## config.mk

```make
export PLATFORM = sky130hd
export DESIGN_NAME = waves_nios_nios2_qsys_0_oci_dct_packer
export DESIGN_NICKNAME = d
export VERILOG_FILES = /design/src/rtl/waves_nios_oci_dct_pkg.sv /design/src/rtl/waves_nios_oci_dct_outreg.sv /design/src/rtl/waves_nios_nios2_qsys_0_oci_dct_packer.sv
export SDC_FILE = /design/constraint.sdc
export NUM_CORES = 1
export LEC_CHECK = 0
export ABC_AREA = 1
export ABC_CLOCK_PERIOD_IN_PS = 2500
export BUFFER_PORTS_ARGS = -buffer_cell sky130_fd_sc_hd__buf_2
export CAP_MARGIN = 20
export CORE_MARGIN = 4
export CORE_UTILIZATION = 50
export DETAILED_ROUTE_END_ITERATION = 16
export PLACE_DENSITY_LB_ADDON = 0.3
export REMOVE_ABC_BUFFERS = 1
export SLEW_MARGIN = 20
export SYNTH_ARGS = -nofsm -noshare
export SYNTH_HDL_FRONTEND = slang
export SYNTH_SLANG_ARGS = --single-unit
```

## constraint.sdc

```tcl
create_clock -name clk -period 2.5 [get_ports clk]
set_clock_uncertainty 0.1 [all_clocks]
set_input_delay 0.5 -clock clk [delete_from_list [all_inputs] [get_ports clk]]
set_output_delay 0.5 -clock clk [all_outputs]
set_load 0.01 [all_outputs]
```

## src/rtl/waves_nios_oci_dct_pkg.sv

```systemverilog
// Shared types and widths for the OCI debug-compressed-trace (DCT) packer.
package waves_nios_oci_dct_pkg;
  typedef enum logic [1:0] {
    ACCUM = 2'd0,
    FULL  = 2'd1,
    FLUSH = 2'd2
  } dct_pk_state_t;

  localparam int DCT_ATOM_W = 2;
  localparam int DCT_BUF_W  = 30;
  localparam int DCT_CNT_W  = 4;
  localparam int DCT_DROP_W = 8;
endpackage

```

## src/rtl/waves_nios_oci_dct_outreg.sv

```systemverilog
// One-entry valid/ready output register holding a packed DCT word and its atom count.
module waves_nios_oci_dct_outreg
  import waves_nios_oci_dct_pkg::*;
#(
  parameter int BW = DCT_BUF_W
) (
  input  logic                 clk_i,
  input  logic                 rst_i,
  input  logic                 load_i,
  input  logic [BW-1:0]        data_i,
  input  logic [DCT_CNT_W-1:0] cnt_i,
  input  logic                 ready_i,
  output logic                 valid_o,
  output logic [BW-1:0]        data_o,
  output logic [DCT_CNT_W-1:0] cnt_o
);
  logic                 valid_q;
  logic [BW-1:0]        data_q;
  logic [DCT_CNT_W-1:0] cnt_q;

  // Data holds its value after the handshake; only valid drops.
  always_ff @(posedge clk_i or posedge rst_i) begin
    if (rst_i) begin
      valid_q <= 1'b0;
      data_q  <= '0;
      cnt_q   <= '0;
    end else if (load_i) begin
      valid_q <= 1'b1;
      data_q  <= data_i;
      cnt_q   <= cnt_i;
    end else if (ready_i) begin
      valid_q <= 1'b0;
    end
  end

  assign valid_o = valid_q;
  assign data_o  = data_q;
  assign cnt_o   = cnt_q;
endmodule

```

## src/rtl/waves_nios_nios2_qsys_0_oci_dct_packer.sv

```systemverilog
// Packs 2-bit trace atoms into DCT words; OCI_DCT_DROP_CNT_EN adds a saturating drop counter.
module waves_nios_nios2_qsys_0_oci_dct_packer
  import waves_nios_oci_dct_pkg::*;
#(
  parameter int ATOMS_PER_WORD = 15
) (
  input  logic                               clk,
  input  logic                               reset,
  input  logic                               atom_valid,
  input  logic [DCT_ATOM_W-1:0]              atom,
  input  logic                               flush,
  input  logic                               out_ready,
  output logic                               word_valid,
  output logic [DCT_ATOM_W*ATOMS_PER_WORD-1:0] dct_buffer,
  output logic [DCT_CNT_W-1:0]               dct_count,
`ifdef OCI_DCT_DROP_CNT_EN
  output logic [DCT_DROP_W-1:0]              drop_cnt,
`endif
  output logic                               overflow,
  output logic                               drained
);
  localparam int BW = DCT_ATOM_W * ATOMS_PER_WORD;
  localparam logic [DCT_CNT_W-1:0] FULL_CNT = DCT_CNT_W'(ATOMS_PER_WORD);

  dct_pk_state_t        state_q;
  logic [BW-1:0]        acc_q, acc_d;
  logic [DCT_CNT_W-1:0] acc_cnt_q, acc_cnt_d;
  logic                 free, xfer, accept, drop;

  assign free   = !word_valid || out_ready;
  assign xfer   = (state_q != ACCUM) && free && (acc_cnt_q != '0);
  // In a transfer cycle the atom always fits: it seeds the fresh accumulator.
  assign accept = atom_valid && (xfer || (acc_cnt_q < FULL_CNT));
  assign drop   = atom_valid && !accept;

  always_comb begin
    acc_d     = acc_q;
    acc_cnt_d = acc_cnt_q;
    if (xfer) begin
      acc_d     = atom_valid ? BW'(atom) : '0;
      acc_cnt_d = {{(DCT_CNT_W-1){1'b0}}, atom_valid};
    end else if (accept) begin
      acc_d     = (acc_q << DCT_ATOM_W) | BW'(atom);
      acc_cnt_d = acc_cnt_q + 1'b1;
    end
  end

  always_ff @(posedge clk or posedge reset) begin
    if (reset) begin
      state_q   <= ACCUM;
      acc_q     <= '0;
      acc_cnt_q <= '0;
    end else begin
      acc_q     <= acc_d;
      acc_cnt_q <= acc_cnt_d;
      if (xfer) begin
        state_q <= (acc_cnt_d == FULL_CNT) ? FULL : ACCUM;
      end else begin
        case (state_q)
          ACCUM: begin
            if (acc_cnt_d == FULL_CNT)            state_q <= FULL;
            else if (flush && acc_cnt_d != '0)    state_q <= FLUSH;
          end
          FULL:    state_q <= FULL;
          FLUSH:   state_q <= FLUSH;
          default: state_q <= ACCUM;
        endcase
      end
    end
  end

  waves_nios_oci_dct_outreg #(.BW(BW)) u_outreg (
    .clk_i   (clk),
    .rst_i   (reset),
    .load_i  (xfer),
    .data_i  (acc_q),
    .cnt_i   (acc_cnt_q),
    .ready_i (out_ready),
    .valid_o (word_valid),
    .data_o  (dct_buffer),
    .cnt_o   (dct_count)
  );

`ifdef OCI_DCT_DROP_CNT_EN
  logic [DCT_DROP_W-1:0] drop_cnt_q;

  always_ff @(posedge clk or posedge reset) begin
    if (reset)                           drop_cnt_q <= '0;
    else if (drop && drop_cnt_q != '1)   drop_cnt_q <= drop_cnt_q + 1'b1;
  end

  assign drop_cnt = drop_cnt_q;
  assign overflow = (drop_cnt_q != '0);
`else
  logic overflow_q;

  always_ff @(posedge clk or posedge reset) begin
    if (reset)     overflow_q <= 1'b0;
    else if (drop) overflow_q <= 1'b1;
  end

  assign overflow = overflow_q;
`endif

  assign drained = (state_q == ACCUM) && (acc_cnt_q == '0) && !word_valid;
endmodule

```

==> run summary, run 1 <==
The signed area change from the synthesized netlist to the final layout came out at 17.00%. Sorting the synthesized cells by how often they occur yields 143 x nand2_1, 72 x dfrtp_1, 27 x o21ai_0. The area occupied by multi-input gates is 1011 um2. The area of the core is 5642 um2. In the final layout, flip-flops and latches occupy 1802 um2. Number of buffers added for setup after CTS: 0.

Highest-delay cell along the critical path: dfrtp_1. Fill cells in the final layout number 476. In this run, synthesis inferred 0 flip-flops with an integrated enable. Once routing completed, OpenROAD measured the worst setup slack at 0.4022 ns.

Counting flops and latches in the post-synthesis netlist gives 72. The slack of the worst reg-to-reg path came out at 0.40 ns. Once layout is complete, the cells apart from fillers number 448. The die is 85.03 um wide. The logs give 0 for the count of inserted antenna diode cells and 3717 um for the detailed placer's ending HPWL. Routability-driven placement finished with a final weighted congestion of 0.8270.

For the worst setup path, the data required time is 2.67 ns. Clock sink total: 72. The number of antenna violations at the first check in global routing is 0. The tools report the effective utilization at floorplan as 52.58%. The cell area that synthesis handed to floorplanning was 2967 um2. Summing over every cut layer, the via total after detailed routing is 2,204. The number of hold buffers added after CTS is 0, and the final critical-path share of the clock period is 83.91%.

In this run, the number of DRC markers left after iteration 0 of detailed routing was 151. Sorting the synthesized cells by area gives the leading types as dfrtp_1 61%, nand2_1 18%, o21ai_0 4.6%. Nature of the critical path endpoint: a flop.

During synthesis, Yosys emitted a total of 0 warnings. Summing all placed instances gives a cell area of 3251 um2. Global routing used 17.09% of the available tracks across all layers. nand2_1 is the most common cell in the netlist. Clock-pin slew was measured on the worst setup and hold paths at 0.07 ns.

The first global-routing pass estimated 9887 um of wire. At the pin with the least slew margin, the transition time is 0.4334 ns. Sequential-to-total area share from yosys stat: 60.73%. For this run, the slowest stage of the critical path takes 0.43 ns.

Once layout is complete, the utilization of the core stands at 61.52%. The final setup violation count came out at 0. The critical path in this run is classified as reg -> reg. The clock tree synthesis step divided the H-tree into 3 levels. Launching instance or port of the critical path: acc_cnt_q[0].

The run gives 2,128 as the via count of the first global-routing pass. TritonCTS built the clock tree. Walking the worst path, the cells encountered are inv_1 -> ha_1 -> nand2_2 -> nand3_4 -> buf_4 -> o31a_1 -> nand2_2 -> nor2_4 -> inv_2 -> nor2_2 -> nor2_2 -> a21oi_2. The tools report the overall overflow remaining after global route as 0. After detailed routing, the total wire length is 5705 um.

The setup TNS is 0 ns. The net count of the finished layout is 380. The final-report max-slew violation count was 0.

The tightest min-delay check is of the in -> async type. The buffer cell driving the clock tree root was clkbuf_8. The dominant synthesized flop cell is dfrtp_1. In the final routed layout, each cell accounts on average for 12.73 um. Power density relative to cell area: 1073 nW/um2. Setup repair after global routing left no endpoint under its margin. The worst endpoint data arrival time was 2.27 ns; the cell total after placement was 432.

STA classifies the critical path startpoint as a flop. In the final layout, the share of cells above drive strength 1 is 22.34%. Of all flip-flops after synthesis, the portion carrying an async set or reset was 100.0%. The startpoint identified for the worst register-to-register timing path is acc_cnt_q[0].

Using the TritonRoute via totals, the vias-per-cell ratio works out to 4.920. Before CTS, the worst setup slack after placement is 0.4087 ns. Number of CTS-inserted buffers: 9. The share of synthesized area in the top cell type comes to 60.73%. During placement, the flow inserted port buffers numbering 43. Across the VDD grid, the largest voltage drop is 0.8111 mV. The number of instances resized during post-cts repair was 0; the count of maximum capacitance violations was 0. The analysis attributes to cell leakage a power of 1.912 nW. In the routed design, unresolved DRC markers number 0. Entering global routing, the biggest net connects 37 pins. Derived from the worst setup path, the maximum achievable clock frequency is 0.4767 GHz. For the number of top-level pins, the log shows 44.

The flow ran to the end, and the final reports show no timing, DRC or antenna violations. The first detailed-routing pass took 4 iterations. For the finished layout, the period the worst path requires is 2.098 ns. The critical-path maximum fanout is 35.

The finished cells cover 3471 um2. The number of hold-slack violations in the final timing report was 0; the floorplan die area was 7229 um2. The mean instance size in the synthesized netlist was 9.100 um2; the die span in y was 85.03 um. Once detail routing completed, the nets flagged for antenna violations numbered 0.

Most area-hungry cell type in the Yosys netlist: dfrtp_1. No sink is reached through more buffers than the 2 on the longest clock path. The distinct cell type count of the synthesized netlist is 26, and the remaining max-slew budget at the tightest pin is 71.06%. The clock reaches the later pin of the worst-skew pair after 0.34 ns. After floorplanning, the core was divided into 27 placement rows. After technology mapping, the gate count stands at 326.
[final cells by class]
type                    count  share of cell area (%)
inverters                  18                   1.947
multi-input cells         220                   29.13
clock buffers              10                   3.965
repair buffers             50                   8.075
well taps                  72                   2.596
clock inverters             6                   2.379
flip-flops and latches     72                   51.91
[routing by layer]
| metal | up-vias | routed length (um) | track usage, % |
|---|---|---|---|
| met3 | 10 | 240 | 3.398 |
| met5 | - | 0 | 0 |
| met1 | 1031 | 2808 | 23.06 |
| met2 | 47 | 2549 | 26.20 |
| met4 | 0 | 106 | 8.777 |
| li1 | 1116 | - | - |
[state kept, by name (all words and copies together), names as in the netlist]
name and flops:
acc_q 30, overflow 1, u_outreg.valid_o 1, state_q 2, u_outreg.cnt_o 4, u_outreg.data_o 30
acc_cnt_q 4
[power breakdown]
group	switching, mW	total, mW	internal [mW]	leakage [nW]
Sequential	0.130	1.49	1.36	0.982
Combinational	0.835	1.21	0.379	0.818
Clock	0.431	1.01	0.584	0.112
Total	1.40	3.72	2.33	1.91
[path summary, 6_finish.rpt]
check | endpoint | cells after the start
min in group clk | acc_q[0] | 3
worst max-delay path | state_q[1] | 12
worst min register to register | state_q[0] | 1
worst max register to register | state_q[1] | 12
max in group asynchronous | u_outreg.data_o[6] | 3
worst min-delay path | u_outreg.data_o[21] | 2
[worst max-delay path, delay by kind of cell (launching register included)]
kind / cells / cell delay [ns]
buffers and inverters: 3 / 0.47
AND/OR/NAND/NOR: 6 / 0.53
AO/OA/AOI/OAI: 2 / 0.33
adder cells (fa/ha/maj): 1 / 0.17
flip-flops: 1 / 0.43
[metrics by stage]
step,hold WS (ns),total power [mW]
after floorplan,0.3224,2.305
after global placement,0.3418,2.713
after detailed placement,0.3435,2.742
after CTS,0.05816,3.751
after global routing,0.07719,3.961
final,0.05264,3.723
[placed cells by master, fill, tap and decap left out]
cell type | synthesis | layout
a21oi_2 | 1 | 1
buf_12 | 0 | 1
buf_2 | 8 | 43
buf_4 | 0 | 6
bufinv_16 | 0 | 2
clkbuf_8 | 0 | 10
clkinv_2 | 0 | 3
clkinvlp_4 | 0 | 1
dfrtp_1 | 72 | 72
ha_1 | 2 | 2
inv_1 | 16 | 15
inv_2 | 2 | 3
nand2_1 | 143 | 143
nand2_2 | 4 | 4
nand2_4 | 2 | 2
nand3_1 | 20 | 20
nand3_4 | 1 | 1
nand4_1 | 1 | 1
nor2_1 | 2 | 2
nor2_2 | 3 | 3
nor2_4 | 3 | 3
nor3_1 | 1 | 1
nor3_2 | 1 | 1
o21ai_0 | 27 | 27
o21ai_1 | 5 | 5
o21bai_1 | 1 | 1
o31a_1 | 1 | 1
xor2_1 | 2 | 2
[logic make-up after synthesis]
group                    after synthesis  synth area share, %
adder cells (fa/ha/maj)                2               0.8434
flip-flops                            72                60.73
AND/OR/NAND/NOR                      181                26.40
AO/OA/AOI/OAI                         35                6.242
XOR/XNOR                               2               0.5906
buffers and inverters                 34                5.187
Note: power is estimated with default switching activity, not from simulation.
==> run 2, diff against run 1 <==
Settings changed: ABC_CLOCK_PERIOD_IN_PS 2500 to 2100, CORE_UTILIZATION 50 to 56.
Clock period 2.5 ns to 2.1 ns, I/O delays scaled along.
==> run 2 against run 1 <==
Sequential share of layout area about the same. Register-to-register slack got worse by 0.18 ns. Worst setup slack got worse by 0.24 ns. Worst hold slack improved by 0.14 ns. Utilization increased by 6.5 points.
==> run summary, run 2 (synthesized netlist as in run 1, its figures left out) <==
In this run the number of H-tree levels came out at 3. Data on the critical path arrives at its endpoint at 1.42 ns. OpenSTA, run right after detailed placement, puts the worst setup slack at 0.2638 ns. For this design the top-level I/O count stands at 44. Iteration count of the initial detailed-routing pass: 4. The logs give 0 for the number of hold-slack violations in the final timing report and 0 for the number of buffers added for setup after CTS.

The count of maximum capacitance violations came out at 0. The wire-length estimate of the detail-placed layout is 3623 um. The share of cells above drive strength 1 is 22.49%. The logs give 2,113 for the via count of the first global-routing pass and 203 for the iteration-0 DRC count of the detailed router. The row count came out at 26.

Net switching power: 1.654 mW. The power density relative to cell area is 1250 nW/um2. The class of the most critical setup path was reg -> out. The net count of the finished layout is 382, and the logic depth of the worst register-to-register path is 13. The congestion estimate from routability-driven global placement came to 0.7980. The logs give 0 for the number of nets with antenna violations after detailed routing and 0.8295 mV for the maximum vdd drop.

After detailed routing, the number of remaining DRC violations is 0. For the worst-skew pair, the clock arrives at the later sink with an insertion delay of 0.34 ns. After clock tree synthesis, the clock-pin slew on the worst setup and hold paths is 0.07 ns. The switching fraction of total power came out at 38.12%. Setup repair after global routing left no endpoint under its margin.

The die is 80.79 um wide. The routed design could run at a clock period as short as 1.939 ns. Entering global routing, the biggest net connects 57 pins.

Buffers placed on the I/O ports in this run total 43. From bottom edge to top edge, the die measures 80.79 um. The tools report the clock sink total as 72. For the worst hold slack across all endpoints, the log shows 0.1948 ns.

Global routing finished with a remaining overflow of 0. For this run, the top clock speed supported by timing is 0.5156 GHz. The run gives 5521 um as the overall routed net length. The run gives 0 as the number of antenna violations at the first check in global routing.

The number of cells on the worst hold path came out at 3. TritonCTS created 9 clock buffers. Summed over all failing endpoints, the final setup total negative slack is 0 ns. The tools report the static leakage power as 1.910 nW. At the end of the flow the core is filled with cells to 67.98%. The via density per instance is 4.971. The logs give 74.84% for the remaining max-slew budget at the tightest pin and 1.58 ns for the worst path required time. Per report_power, the clock group accounts for 25.6% of the total. The repair_antennas step left the layout with diodes totalling 0.

Critical-path maximum fanout: 5. For this run, the total global-route usage over all layers was measured as 19.51%. The final-report max-slew violation count was 0; the average routed wire per standard cell was 12.32 um. The signed area change from the synthesized netlist to the final layout came out at 17.04%. Nature of the critical path endpoint: a primary output. In this run the standard cell core region covers 5107 um2.

The library cell used most frequently in the layout, excluding fill and tap cells, is nand2_1. Combinational logic is responsible for 33.3% of the overall power. The slew of the pin with the lowest slew margin works out to 0.3769 ns. The cell-internal power came out at 2.685 mW. Setup violations remaining at the end of the flow were counted as 0. The path class of the tightest hold or removal check is in -> reg. Clock tree synthesis selected as its root buffer the cell clkbuf_8. The startpoint kind of the worst setup timing path was a flop.

The sequential power share came out at 41.1%. TritonCTS built the clock tree. The initial utilization of the core area, before any placement, comes to 58.08%.

For the filler cell count in the final layout, the log shows 427. Setup slack on the critical path of the routed design comes to 0.1606 ns. Detailed routing inserted a total of 2,227 vias. The flow ran to the end, and the final reports show no timing, DRC or antenna violations.

In the finished design, the share of the clock period the worst path needs comes to 92.35%. The number of gates resized after CTS was 0. In the layout the commonest cells are 143 x nand2_1, 72 x dfrtp_1, 43 x buf_2, 27 x o21ai_0, 20 x nand3_1. The first-pass GRT wire length was 9646 um; the number of buffers on the longest clock path was 2.

The die covers 6526 um2.
[run 2: cell types whose count changed in the layout (fill, tap and decap cells not counted)]
| cell | before | now |
|---|---|---|
| dlygate4sd3_1 | 0 | 1 |
| bufinv_16 | 2 | 1 |
| clkinvlp_4 | 1 | 2 |
| buf_4 | 6 | 7 |
| clkinv_2 | 3 | 2 |
| clkbuf_8 | 10 | 11 |
[run 2: per-layer routing]
layer | GRT usage [%] | up-vias | part of all wire, %
met5 | 0 | - | 0
met4 | 12.16 | 0 | 2.9
met3 | 3.880 | 15 | 5.6
met2 | 29.06 | 65 | 44
met1 | 26.42 | 1027 | 47
li1 | - | 1120 | -
[run 2: worst paths after layout]
check                                      endpoint    startpoint  slack (ns)
min in group asynchronous        u_outreg.data_o[1]         reset        0.51
worst max-delay path                        drained  acc_cnt_q[0]        0.16
worst min register to register           state_q[0]    state_q[1]        0.37
max in group asynchronous       u_outreg.data_o[10]         reset        0.77
worst max register to register           state_q[1]  acc_cnt_q[0]        0.22
worst min-delay path                       acc_q[0]       atom[0]        0.19
[run 2: repair_timing]
item / in CTS / in global routing
endpoints found under the hold margin: 16 / 0
endpoints found under the setup margin: 0 / 0
hold buffers: 1 / 0
[run 2: worst max-delay path, cell delays in order (launching register included)]
cell,delay (ns)
dfrtp_1,0.43
inv_1,0.10
ha_1,0.16
nand2_2,0.08
nor3_1,0.15
buf_2,0.16
[run 2: layout make-up]
cell class / count / area [um2] / area share (%)
clock inverters: 5 / 55.05 / 1.586
repair buffers: 52 / 297.8 / 8.577
flip-flops and latches: 72 / 1802 / 51.89
well taps: 70 / 87.58 / 2.523
clock buffers: 11 / 151.4 / 4.360
multi-input cells: 220 / 1011 / 29.12
inverters: 18 / 67.56 / 1.946
[run 2: power by group through the flow]
stage,registers [mW],logic [mW],clock network [mW]
3_5_place_dp,1.81,1.45,0
5_1_grt,1.82,1.61,1.20
2_1_floorplan,1.84,0.903,0
4_1_cts,1.78,1.46,1.14
3_3_place_gp,1.80,1.42,0
6_report,1.78,1.45,1.11
[run 2: through the flow]
step,total power [mW],cell area [um2],std cells
after floorplan,2.744,2880,310
after global placement,3.218,3256,431
after detailed placement,3.259,3256,431
after CTS,4.380,3472,448
after global routing,4.629,3472,448
final,4.339,3472,448
